File: config.mk
export PLATFORM = sky130hd
export DESIGN_NAME = csr_trap_seq
export DESIGN_NICKNAME = d
export VERILOG_FILES = /design/src/rtl/csr_pkg.sv /design/src/rtl/csr_port_mux.sv /design/src/rtl/csr_trap_seq.sv
export SDC_FILE = /design/constraint.sdc
export NUM_CORES = 1
export LEC_CHECK = 0
export CAP_MARGIN = 20
export CELL_PAD_IN_SITES_DETAIL_PLACEMENT = 1
export CELL_PAD_IN_SITES_GLOBAL_PLACEMENT = 1
export CORE_MARGIN = 5
export CORE_UTILIZATION = 26
export DETAILED_ROUTE_END_ITERATION = 10
export PLACE_DENSITY = 0.75
export SYNTH_ARGS = -nofsm -noshare
export SYNTH_HDL_FRONTEND = slang
export SYNTH_SLANG_ARGS = --single-unit
File: constraint.sdc
create_clock -name clk -period 2.5 [get_ports clk]
set_input_delay 0.5 -clock clk [delete_from_list [all_inputs] [get_ports clk]]
set_output_delay 0.5 -clock clk [all_outputs]
set_load 0.005 [all_outputs]
File: src/rtl/csr_pkg.sv
// Shared definitions for the CSR trap/return sequencer: CSR-file indices,
// CSR function encodings, sequencer states, the CSR port bundle and the
// trap-vector target calculation.
package csr_pkg;

    // CSR-file indices (low five bits of the architectural CSR address)
    localparam logic [4:0] IDX_MEPC   = 5'd1;   // 0x341
    localparam logic [4:0] IDX_MCAUSE = 5'd2;   // 0x342
    localparam logic [4:0] IDX_MTVAL  = 5'd3;   // 0x343
    localparam logic [4:0] IDX_MTVEC  = 5'd5;   // 0x305

    // CSR function encodings: func[1]=0 write, 2'b10 set, 2'b11 clear
    localparam logic [2:0] CSR_W = 3'b001;
    localparam logic [2:0] CSR_S = 3'b010;
    localparam logic [2:0] CSR_C = 3'b011;

    typedef enum logic [3:0] {
        ST_IDLE,
        ST_W_EPC,
        ST_W_CAUSE,
        ST_W_TVAL,
        ST_R_VEC,
        ST_WAIT_VEC,
        ST_R_EPC,
        ST_WAIT_EPC,
        ST_REDIR
    } state_t;

    // One side of the CSR-file write/read port
    typedef struct packed {
        logic [31:0] addr;
        logic [2:0]  func;
        logic [31:0] data;
        logic        sel;
    } csr_port_t;

    // Zero-extend a 5-bit CSR-file index onto the 32-bit address bus
    function automatic logic [31:0] idx_addr(input logic [4:0] idx);
        return {27'd0, idx};
    endfunction

    // Trap target: vectored mode only applies to interrupts; the sum wraps at 32 bits
    function automatic logic [31:0] trap_target(input logic [31:0] mtvec,
                                                input logic [31:0] cause);
        logic [31:0] base;
        base = mtvec & ~32'd3;
        if (mtvec[1:0] == 2'b01 && cause[31])
            return base + {25'd0, cause[4:0], 2'b00};
        return base;
    endfunction

endpackage

File: src/rtl/csr_port_mux.sv
// Chooses who drives the CSR-file port: the pipeline (pass-through) or the
// trap sequencer while it owns the port. A pipeline write can be killed
// without taking the port away from the pipeline.
module csr_port_mux
    import csr_pkg::*;
(
    input  logic      seq_own,   // sequencer owns the port
    input  logic      sel_kill,  // suppress the pipeline's write enable
    input  csr_port_t pipe,
    input  csr_port_t seq,
    output csr_port_t port
);

    // Select the port driver and gate the pipeline write enable
    always_comb begin
        // NOTE: port gets a full default before any conditional override, so no
        // path leaves a field unassigned and no latch is inferred.
        port = pipe;
        if (seq_own)
            port = seq;
        else if (sel_kill)
            port.sel = 1'b0;
    end

endmodule

File: src/rtl/csr_trap_seq.sv
// Trap/return sequencer. On an exception it records mepc/mcause/mtval in the
// CSR file, reads mtvec and redirects the PC; on mret it reads mepc and
// redirects. It owns the CSR port and stalls the pipeline while busy.
module csr_trap_seq
    import csr_pkg::*;
(
    input  logic        clk,
    input  logic        rst,
    input  logic        exc_req,
    input  logic [31:0] exc_cause,
    input  logic [31:0] exc_pc,
    input  logic [31:0] exc_tval,
    input  logic        mret_req,
    input  logic [31:0] pipe_csr_addr,
    input  logic [2:0]  pipe_csr_func,
    input  logic [31:0] pipe_csr_data,
    input  logic        pipe_csr_sel,
    output logic [31:0] csr_addr,
    output logic [2:0]  csr_func,
    output logic [31:0] csr_data,
    output logic        csr_sel,
    input  logic [31:0] csr_rd_data,
    output logic        stall,
    output logic        flush,
    output logic        redirect_valid,
    output logic [31:0] redirect_pc
);

    state_t      state;
    state_t      state_next;
    logic [31:0] cause_q;
    logic [31:0] pc_q;
    logic [31:0] tval_q;
    logic [31:0] redirect_pc_q;
    logic        flush_q;
    logic        accept;
    csr_port_t   pipe_port;
    csr_port_t   seq_port;
    csr_port_t   out_port;

    // A request is only taken in IDLE; anything arriving while busy is ignored
    assign accept = (state == ST_IDLE) && (exc_req || mret_req);

    // State register, latched trap info, flush pulse and redirect target
    always_ff @(posedge clk) begin
        // NOTE: sequential state uses non-blocking assignments so every register
        // samples pre-edge values, independent of statement order.
        if (rst) begin
            state         <= ST_IDLE;
            cause_q       <= '0;
            pc_q          <= '0;
            tval_q        <= '0;
            redirect_pc_q <= '0;
            flush_q       <= 1'b0;
        end else begin
            state   <= state_next;
            flush_q <= accept;
            if (accept && exc_req) begin
                cause_q <= exc_cause;
                pc_q    <= exc_pc;
                tval_q  <= exc_tval;
            end
            if (state == ST_WAIT_VEC)
                redirect_pc_q <= trap_target(csr_rd_data, cause_q);
            else if (state == ST_WAIT_EPC)
                redirect_pc_q <= csr_rd_data & ~32'd3;
        end
    end

    // Next-state logic and the sequencer's drive of the CSR port
    always_comb begin
        state_next = state;
        seq_port   = '{addr: '0, func: CSR_W, data: '0, sel: 1'b0};
        unique case (state)
            ST_IDLE: begin
                if (exc_req)
                    state_next = ST_W_EPC;
                else if (mret_req)
                    state_next = ST_R_EPC;
            end
            ST_W_EPC: begin
                seq_port.addr = idx_addr(IDX_MEPC);
                seq_port.data = pc_q & ~32'd3;
                seq_port.sel  = 1'b1;
                state_next    = ST_W_CAUSE;
            end
            ST_W_CAUSE: begin
                seq_port.addr = idx_addr(IDX_MCAUSE);
                seq_port.data = cause_q;
                seq_port.sel  = 1'b1;
                state_next    = ST_W_TVAL;
            end
            ST_W_TVAL: begin
                seq_port.addr = idx_addr(IDX_MTVAL);
                seq_port.data = tval_q;
                seq_port.sel  = 1'b1;
                state_next    = ST_R_VEC;
            end
            ST_R_VEC: begin
                seq_port.addr = idx_addr(IDX_MTVEC);
                state_next    = ST_WAIT_VEC;
            end
            ST_WAIT_VEC: state_next = ST_REDIR;
            ST_R_EPC: begin
                seq_port.addr = idx_addr(IDX_MEPC);
                state_next    = ST_WAIT_EPC;
            end
            ST_WAIT_EPC: state_next = ST_REDIR;
            ST_REDIR:    state_next = ST_IDLE;
            default:     state_next = ST_IDLE;
        endcase
    end

    assign pipe_port = '{addr: pipe_csr_addr, func: pipe_csr_func,
                         data: pipe_csr_data, sel: pipe_csr_sel};

    // During reset the pipeline keeps the port but can never write through it
    csr_port_mux u_port_mux (
        .seq_own  ((state != ST_IDLE) && !rst),
        .sel_kill (rst || exc_req || mret_req),
        .pipe     (pipe_port),
        .seq      (seq_port),
        .port     (out_port)
    );

    assign csr_addr       = out_port.addr;
    assign csr_func       = out_port.func;
    assign csr_data       = out_port.data;
    assign csr_sel        = out_port.sel;
    assign stall          = (state != ST_IDLE) || exc_req || mret_req;
    assign flush          = flush_q;
    assign redirect_valid = (state == ST_REDIR);
    assign redirect_pc    = redirect_pc_q;

endmodule

[Word level (Yosys, flattened, before mapping)]
Index checks and enable logic that the tools add are counted.
Word-level totals
  register bits after elaboration: 133
  logic and storage cells: 47
  bits of input ports: 200
Cells by class
  muxes and demuxes: 15
  reductions and logical operators: 15
  $add $sub $neg: 1
  eq/ne operators: 10
Operators by type and width (count)
  32-bit 2-to-1 mux: 4
  33-bit case mux with 3 select lines: 1
  67-bit 2-to-1 mux: 1
  32-bit by 7-bit adder with 32-bit output: 1
  4-bit case mux with 7 select lines: 1
  4-bit by 3-bit equality test with 1-bit output, second input constant: 4
  3-bit case mux with 4 select lines: 1
  4-bit by 2-bit equality test with 1-bit output, second input constant: 2
  4-bit 2-to-1 mux: 2
  1-bit logical OR: 5
  1-bit 2-to-1 mux: 5
  4-bit by 1-bit equality test with 1-bit output, second input constant: 1
  4-bit equality test, second input constant: 1
  1-bit logical AND: 4
  4-bit logical NOT: 1
  4-bit nonzero test: 1
  2-bit OR reduction: 2
  3-bit inequality test, second input constant: 1
  2-bit by 1-bit equality test with 1-bit output, second input constant: 1
  2-bit nonzero test: 1
  1-bit logical NOT: 1

[Logic depth before layout (Yosys ltp)]
Gate-level depths: netlist of the first run.
  word-level depth: 7
  mapped depth: 8

[Hierarchy]
Synthesis of the first run repeated with hierarchy kept, for this count alone.
Unflattened totals
  cell total of the unflattened synthesis: 888
  area total of the unflattened synthesis: 6956.7 um2
Modules (own cells, without submodules)
  csr_trap_seq: sequential area each 2582.5 um2, times used 1, area an instance 6094.6 um2, cells each 810
  csr_port_mux: sequential area each 0.0 um2, times used 1, area an instance 862.1 um2, cells each 78

[Worst setup path after synthesis of the first run]
OpenSTA, ideal clock, no wires.
  path type: input-to-reg
  from: in csr_rd_data[2]
  to: reg redirect_pc_q[26] (netlist: redirect_pc[26])
  stages: 7
  data required time: 2409 ps
  data arrival time: 2408 ps
  setup slack: 1 ps
  library setup time: 91 ps
  cell sequence: ha_1 -> fa_1 -> a211o_1 -> a21oi_1 -> or3_4 -> o31ai_1 -> a311oi_1
On the way
  word-level cells in the longest chain between the ends: 4
Ends and longest elaborated chain
  from (decl): line csr_trap_seq.sv:22  | input logic [31:0] csr_rd_data,
  32-bit by 7-bit adder with 32-bit output: line csr_pkg.sv:48  | return base + {25'd0, cause[4:0], 2'b00};
  32-bit 2-to-1 mux: line csr_pkg.sv:47  | if (mtvec[1:0] == 2'b01 && cause[31])
  32-bit 2-to-1 mux: line csr_pkg.sv:49  | return base;
  32-bit 2-to-1 mux: line csr_trap_seq.sv:63  | if (state == ST_WAIT_VEC)
  to (signal assigned): line csr_trap_seq.sv:64  | redirect_pc_q <= trap_target(csr_rd_data, cause_q);
  to (signal assigned): line csr_trap_seq.sv:66  | redirect_pc_q <= csr_rd_data & ~32'd3;
  to (decl): line csr_trap_seq.sv:34  | logic [31:0] redirect_pc_q;
Every way passes these cells. The select of a mux whose other input is x is not followed.
A chain may end at the register's enable or synchronous reset.

[Worst setup path in the final report of the first run]
  from: reg state[3]
  to: out csr_data[18]
On the way
  word-level cells in the longest chain between the ends: 3
Ends and longest elaborated chain
  from (decl): line csr_trap_seq.sv:29  | state_t state;
  from (signal assigned): line csr_trap_seq.sv:56  | state <= state_next;
  4-bit by 2-bit equality test with 1-bit output (tied with other cells): line csr_trap_seq.sv:74  | unique case (state)
  33-bit case mux with 3 select lines / 1-bit logical AND (equally long branches): line csr_trap_seq.sv:74, csr_trap_seq.sv:119
  67-bit 2-to-1 mux *: line csr_port_mux.sv:19  | if (seq_own)
  to (decl): line csr_trap_seq.sv:20  | output logic [31:0] csr_data,
Mark *: on every way between the ends. The rest lies on a longest branch, timed or not.

==> out/metrics.yaml, run 1 <==
syn_area_per_cell_um2: 7.539
yosys_warnings: 0
instances_no_fill: 1574
slew_headroom_pct: 33.13
cp.required_ns: 2.00
path_clk_slew_ns: 0.06
clock_latency_ns: 0.42
layout_setup_ws_ns: -0.1391
grt_setup_unrepaired: "true"
synth_common_cells: "nand2_1, dfxtp_1, a21oi_1"
startpoint_type: "flip-flop"
dpl_cell_area_um2: 10390
dr.first_iter.drc_count: 274
syn_area_um2: 6529
final_nets: 1436
grt_overflow_total: 0
drtAntennaViolNets: 0
powerDensity_nw_per_um2: 705.6
netlist_top_cells_area: "dfxtp_1, nand2_1, a21oi_1"
coreArea_um2: 24960
dp.final_hpwl_mm: 20.86
grt_pass1_vias: 7804
synth_top_flop_cell: "dfxtp_1"
yosysTopAreaCellShare_pct: 39.56
synth_cell_types: 48
dp_cells: 1510
synth_edf_count: 0
grt_pass1_wl_mm: 42.25
cts_tree: "done"
antenna_found_initial: 1
fillers: 2980
final.period_utilization_pct: 105.6
numPortBuffers: 298
drv_slew: 0
viasPerCell: 4.809
yosysSeqAreaShare_pct: 39.56
cts_sinks: 129
r2r_cells: 7
die-area_um2: 28380
clk_path_buf_depth: 2
totalWireLength_mm: 28.30
async_reset_ff_share_pct: 0
ys_seq_elements: 129
synth_most_common_cell: "nand2_1"
final_area_um2: 11440
hp-class: "flip-flop to flip-flop"
wl_per_cell_um: 17.98
fmax_mhz: 378.9
min_path_cells: 2
maxCapViolations: 0
violations: "negative setup slack"
clockRootBuffer: "clkbuf_16"
htree_levels: 4
io_pins: 303
critPathKind: "flip-flop to output port"
leakage_nw: 4.732
drive_above_1_share_pct: 19.31
post-route-drc-count: 0
cp-end-kind: "output port"
synthToLayoutAreaGrowth_pct: 75.26
grt_max_degree: 87
worstMarginPinSlew_ns: 1.003
regArea_um2: 2595
cp.arrival_ns: 2.14
whs_ns: 0.4511
track_usage_pct: 18.67
via_count: 7570
final_util_pct: 45.84
row_count: 58
gp_congestion: 0.8465
multi_input_area_um2: 3796
die_x_um: 168.5
fin_skew_ns: 0.01121
outcome: "finished with violations"
critPathMaxFanout: 6
hold_viol: 0
ir_worst_vdd_mv: 0.4287
numCtsBuffers: 17
firstDrtPassIters: 5
synth_largest_area_cell: "dfxtp_1"
die_h_um: 168.5
fin_crit_ns: 2.639
start_util_pct: 26.15
syn_inst: 866
finalSetupViolations: 12
-- power by group --
part	internal, W	total, W	switching, W
Combinational	0.00161	0.00307	0.00146
Sequential	0.00233	0.00251	0.000176
Clock	0.00143	0.00250	0.00107
-- repair_timing --
| action | in CTS | in global routing |
|---|---|---|
| pin swaps | 4 | 17 |
| buffers inserted | 10 | 20 |
| hold buffers | 0 | 0 |
| cloned | 1 | 1 |
| endpoints found under the setup margin | 73 | 78 |
| gates resized for setup | 98 | 112 |
-- metal layers --
layer | GRT usage, % | up-vias | routed length (um)
met5 | 0 | - | 0
met4 | 4.622 | 0 | 454
met3 | 5.465 | 29 | 2111
met2 | 32.76 | 266 | 13680
met1 | 22.48 | 3545 | 12050
li1 | - | 3730 | -
-- placed cells by master, fill, tap and decap left out, types with 9 or more instances in the layout --
cell and n:
nand2_1 240, clkdlybuf4s50_1 228, dfxtp_1 125, a21oi_1 101, buf_4 94, dlymetal6s2s_1 39, nor2_1 38, and2_1 33
mux2_2 30, o21ai_1 24, a22oi_1 21, a211oi_1 19, clkbuf_16 18, xnor2_1 15, buf_2 15, o21ai_0 14
nor4_1 14, buf_12 11, a22oi_2 9, buf_6 9
-- through the flow --
step	setup WS (ns)	power (W)	TNS [ns]
detailed placement	-0.4743	0.005357	-8.339
global placement	-0.3743	0.005285	-6.529
floorplan	0.001044	0.003743	0
global route	-0.2791	0.008541	-2.895
finish	-0.1391	0.008074	-0.7820
CTS	-0.2469	0.008015	-4.707
-- worst max-delay path: stages, from the launching register on --
cell and delay (ns):
dfxtp_4 0.37, nor4_4 0.28, buf_4 0.16, buf_6 0.13, a22oi_1 0.11, o21ai_1 0.14, clkdlybuf4s50_1 0.52
-- cell type report --
class | count | share of cell area [%]
Timing Repair Buffer | 414 | 35.24
Tap cell | 330 | 3.609
Antenna cell | 1 | 0.02187
Clock inverter | 14 | 1.268
Clock buffer | 18 | 3.838
Sequential cell | 129 | 22.68
Inverter | 5 | 0.1640
Multi-Input combinational cell | 663 | 33.18
-- cell families (layout without fill, tap and decap cells) --
| group | count (synthesis) | count (layout) | synth area share (%) |
|---|---|---|---|
| XOR/XNOR | 15 | 15 | 2.012 |
| other | 1 | 3 | 0.05744 |
| AO/OA/AOI/OAI | 222 | 222 | 20.33 |
| multiplexers | 32 | 32 | 5.481 |
| adder cells (fa/ha/maj) | 6 | 6 | 1.265 |
| AND/OR/NAND/NOR | 386 | 386 | 26.62 |
| flip-flops | 129 | 129 | 39.56 |
| buffers and inverters | 75 | 451 | 4.676 |
-- sequential cells by signal, summed over array words and instances, names as in the netlist --
name         flops
cause_q         32
flush            1
pc_q            30
redirect_pc     30
state            4
tval_q          32
-- final timing paths --
path                                         to  slack (ns)  startpoint
worst max-delay path               csr_data[18]       -0.14    state[3]
worst min-delay path                 tval_q[31]        0.45  tval_q[31]
worst min register to register       tval_q[31]        0.45  tval_q[31]
worst max register to register  redirect_pc[26]        0.24  cause_q[0]
Power figures use the tool's default switching activity.
==> run 2: changes to the inputs <==
--- a/config.mk
+++ b/config.mk
@@ -8,7 +8,7 @@
 export CAP_MARGIN = 20
 export CELL_PAD_IN_SITES_DETAIL_PLACEMENT = 1
 export CELL_PAD_IN_SITES_GLOBAL_PLACEMENT = 1
-export CORE_MARGIN = 5
+export CORE_MARGIN = 2
 export CORE_UTILIZATION = 26
 export DETAILED_ROUTE_END_ITERATION = 10
 export PLACE_DENSITY = 0.75
==> out/metrics.yaml, run 2 (synthesized netlist as in run 1, its figures left out) <==
outcome: "finished clean"
track_usage_pct: 21.17
numPortBuffers: 298
whs_ns: 0.4547
fmax_mhz: 402.4
drv_slew: 0
leakage_nw: 4.622
finalSetupViolations: 0
htree_levels: 4
final_util_pct: 47.11
drtAntennaViolNets: 0
hold_viol: 0
fin_skew_ns: 0.01908
dr.first_iter.drc_count: 289
postCtsHoldBufs: 0
cp-end-kind: "flip-flop"
cts_tree: "done"
cp.arrival_ns: 2.82
via_count: 7729
slowest_delay_ns: 0.50
synthToLayoutAreaGrowth_pct: 76.51
drive_above_1_share_pct: 18.66
reg.largest.list: "cause_q: 32 flops, tval_q: 32 flops"
cp_top_family: "simple AND/OR/NAND/NOR gates"
start_util_pct: 26.69
die_h_um: 162.5
fin_crit_ns: 2.485
slew_headroom_pct: 63.94
path_cells: "clkdlybuf4s50_1 -> ha_2 -> fa_2 -> a211o_4 -> a21oi_4 -> or3_4 -> or4_4 -> a311oi_2"
crit_buf_inv: 1
grt_setup_unrepaired: "true"
die-area_um2: 26390
io_pins: 303
cp.required_ns: 2.84
critPathKind: "input port to flip-flop"
worstMarginPinSlew_ns: 0.5409
coreArea_um2: 24460
maxCapViolations: 0
totalWireLength_mm: 28.54
dp.final_hpwl_mm: 19.69
post-route-drc-count: 0
antenna_found_initial: 1
clk_path_buf_depth: 2
clockRootBuffer: "clkbuf_16"
firstDrtPassIters: 4
cts_sinks: 129
wl_per_cell_um: 18.26
cpMaxStageDelayCell: "clkdlybuf4s50_1"
critPathMaxFanout: 5
startpoint_type: "input port"
grt_max_degree: 103
clock_latency_ns: 0.43
grt_pass1_wl_mm: 43.46
hp-class: "flip-flop to flip-flop"
row_count: 57
ir_worst_vdd_mv: 0.4656
layout_commonest_cell: "nand2_1"
path_clk_slew_ns: 0.07
final_nets: 1432
viasPerCell: 4.945
die_x_um: 162.5
layout_common_cells: "nand2_1, clkdlybuf4s50_1, dfxtp_1"
powerDensity_nw_per_um2: 733.2
numCtsBuffers: 17
final.period_utilization_pct: 99.40
grt_overflow_total: 0
gp_congestion: 0.8502
grt_pass1_vias: 8121
[run 2: cell count changes in the layout (fill, tap and decap cells not counted), moves of 4 or more]
cell / previous run / this run
a22oi_1: 21 / 28
a22oi_2: 9 / 2
buf_2: 15 / 1
buf_4: 94 / 86
bufinv_16: 1 / 5
clkbuf_2: 7 / 22
clkdlybuf4s50_1: 228 / 234
dlygate4sd2_1: 8 / 17
dlymetal6s2s_1: 39 / 23
inv_6: 6 / 1
[run 2: cell type report]
cell class,count,area (um^2)
diodes,1,2.502
clock buffers,19,442.9
clock inverters,12,207.7
fillers,2893,12940
inverters,5,22.52
multi-input cells,664,3822
flip-flops and latches,129,2597
well taps,324,405.4
repair buffers,409,4023
[run 2: power by group]
| group | switching, W | total (W) | internal, W |
|---|---|---|---|
| clock network | 0.000987 | 0.00278 | 0.00180 |
| registers | 0.000179 | 0.00251 | 0.00233 |
| logic | 0.00150 | 0.00315 | 0.00165 |
| total | 0.00267 | 0.00845 | 0.00578 |
[run 2: path summary, 6_finish.rpt]
check | start | to | slack, ns | depth (start not counted)
setup reg to reg | cause_q[0] | redirect_pc[30] | 0.13 | 7
hold / removal | tval_q[20] | tval_q[20] | 0.45 | 2
hold reg to reg | tval_q[20] | tval_q[20] | 0.45 | 2
setup / recovery | csr_rd_data[2] | redirect_pc[30] | 0.02 | 8
[run 2: timing repair]
| item | in CTS | in global routing |
|---|---|---|
| setup endpoints to repair | 80 | 67 |
| setup buffers | 20 | 5 |
| cloned | 6 | 0 |
| pin swaps | 10 | 7 |
| gates resized for setup | 106 | 92 |
[run 2: stage by stage]
step	total power [W]	setup WS, ns	std cells	area, um^2	TNS (ns)
after floorplan	0.003743	0.001044	867	6533	0
after global placement	0.005220	-0.3934	1501	10360	-7.281
after detailed placement	0.005295	-0.4718	1501	10360	-9.200
after CTS	0.008493	-0.09287	1558	11460	-1.588
after global routing	0.008894	-0.02715	1563	11520	-0.09064
final	0.008449	0.01509	1563	11520	0
[run 2: per-layer routing]
layer	vias up	wire length, um	GRT usage, %
li1	3724	-	-
met2	272	13780	37.66
met5	-	0	0
met1	3687	11880	24.37
met4	0	813	8.126
met3	46	2067	5.373
[run 2: worst min-delay path, stage by stage, from the launching register on]
cell and delay, ns:
dfxtp_1 0.31, nand2_1 0.05, a21oi_1 0.05
==> run 3: changes to the inputs <==
--- a/config.mk
+++ b/config.mk
@@ -11,6 +11,7 @@
 export CORE_MARGIN = 2
 export CORE_UTILIZATION = 26
 export DETAILED_ROUTE_END_ITERATION = 10
+export GPL_TIMING_DRIVEN = 0
 export PLACE_DENSITY = 0.75
 export SYNTH_ARGS = -nofsm -noshare
 export SYNTH_HDL_FRONTEND = slang
==> out/metrics.yaml, run 3 (synthesized netlist as in run 1, its figures left out) <==
gp_congestion: 0.8657
totalWireLength_mm: 30.21
viasPerCell: 4.895
clock_latency_ns: 0.43
start_util_pct: 26.69
timing.rr.start: "state[0]"
final_area_um2: 11400
cp.arrival_ns: 2.03
numCtsBuffers: 17
die_h_um: 162.5
dr.first_iter.drc_count: 261
row_count: 57
critPathKind: "flip-flop to output port"
grt_setup_unrepaired: "true"
layout_commonest_cell: "nand2_1"
firstDrtPassIters: 4
dpl_cell_area_um2: 9911
cts_tree: "done"
p_comb_share_pct: 39.7
die_x_um: 162.5
post-route-drc-count: 0
via_count: 7676
worstMarginPinSlew_ns: 0.6621
ir_worst_vdd_mv: 0.3365
outcome: "finished with violations"
hp-class: "input port to flip-flop"
grt_pass1_wl_mm: 44.75
reg.largest.list: "cause_q: 32 flops, tval_q: 32 flops"
die-area_um2: 26390
r2r_end: "tval_q[30]"
critPathMaxFanout: 5
hp-start: "csr_rd_data[2]"
final_nets: 1436
reg2reg_slack_ns: 0.17
clk_path_buf_depth: 2
cts_sinks: 129
startpoint_type: "flip-flop"
clockRootBuffer: "clkbuf_16"
track_usage_pct: 22.09
drive_above_1_share_pct: 21.48
grt_overflow_total: 0
wl_per_cell_um: 19.27
r2r_cells: 9
drv_slew: 0
fmax_mhz: 394.5
synthToLayoutAreaGrowth_pct: 74.61
power_frac_seq_pct: 29.3
p_int_w: 0.005616
grt_max_degree: 17
slew_headroom_pct: 55.86
drtAntennaViolNets: 0
fin_skew_ns: 0.007979
leakage_nw: 4.361
path_clk_slew_ns: 0.06
place_ws_ns: -1.422
final.period_utilization_pct: 101.4
hold_viol: 0
grt_pass1_vias: 8194
fin_crit_ns: 2.535
htree_levels: 4
p_sw_w: 0.002896
layout_setup_ws_ns: -0.03488
coreArea_um2: 24460
numPortBuffers: 297
cp.required_ns: 2.00
min_path_cells: 3
io_pins: 303
finalSetupViolations: 3
violations: "negative setup slack"
dp.final_hpwl_mm: 21.93
switching_share_pct: 34.02
powerDensity_nw_per_um2: 746.6
maxCapViolations: 0
cp-end-kind: "output port"
antenna_found_initial: 1
layout_common_cells: "nand2_1, clkdlybuf4s50_1, dfxtp_1"
whs_endpoint: "redirect_pc[2]"
pwr-share-clk_pct: 30.9
## run 3: cell types whose count changed in the layout (fill, tap and decap cells not counted), moves of 14 or more
cell           delta
a22oi_1          -27
buf_2            +33
dlygate4sd2_1    -14
a22oi_2          +27
buf_4            -53
clkbuf_1         +35
## run 3: power groups by stage
stage                     registers [W]  clock network (W)  logic, W
after floorplan                 0.00247                  0   0.00127
after global placement          0.00251                  0   0.00259
after detailed placement        0.00252                  0   0.00263
after CTS                       0.00250            0.00268   0.00308
after global routing            0.00253            0.00276   0.00365
final                           0.00250            0.00263   0.00338
## run 3: how the worst max path moves through the flow
stage                         startpoint              end  cells past startpoint
after floorplan           csr_rd_data[2]  redirect_pc[26]                      7
after global placement               rst      csr_data[5]                      8
after detailed placement             rst      csr_data[5]                      8
after CTS                       state[2]      csr_addr[1]                      8
after global routing            state[3]      csr_data[2]                      9
final                           state[0]      csr_data[2]                      9
## run 3: what timing repair did
| item | CTS | global route |
|---|---|---|
| pin swaps | 38 | 53 |
| cloned | 3 | 4 |
| hold buffers | 0 | 0 |
| gates resized for setup | 317 | 114 |
| buffers inserted | 21 | 21 |
| setup endpoints to repair | 84 | 60 |
## run 3: per-layer routing
metal / wire length [um] / GRT usage (%) / vias to the layer above
met5: 0 / 0 / -
met1: 12280 / 24.57 / 3630
met4: 599 / 7.080 / 0
li1: - / - / 3742
met3: 2152 / 6.341 / 39
met2: 15180 / 40.46 / 265
## run 3: layout make-up
cell class,count,area (um^2)
Tap cell,324,405.4
Inverter,5,26.28
Antenna cell,1,2.502
Sequential cell,129,2591
Clock buffer,18,429.2
Clock inverter,14,180.2
Buffer,68,528.0
Timing Repair Buffer,345,3268
Multi-Input combinational cell,664,3969
Fill cell,2956,13060
## run 3: stage by stage
stage               cells  utilization [%]  hold slack (ns)  power (W)   TNS, ns
floorplan             867                -           0.4329   0.003743         0
global placement     1488            40.51           0.4386   0.005100    -75.21
detailed placement   1488            40.51           0.4475   0.005155    -77.54
CTS                  1544            45.20           0.4561   0.008256    -1.385
global route         1567            46.59           0.4446   0.008943    -1.426
finish               1568            46.60           0.4122   0.008511  -0.03802
## run 3: worst max-delay path, cell delays in order (launching register included)
cell	delay (ns)
dfxtp_4	0.37
buf_12	0.12
inv_8	0.03
nor4_4	0.26
buf_4	0.18
buf_6	0.13
clkbuf_16	0.15
a22oi_2	0.07
o21ai_1	0.13
buf_2	0.16
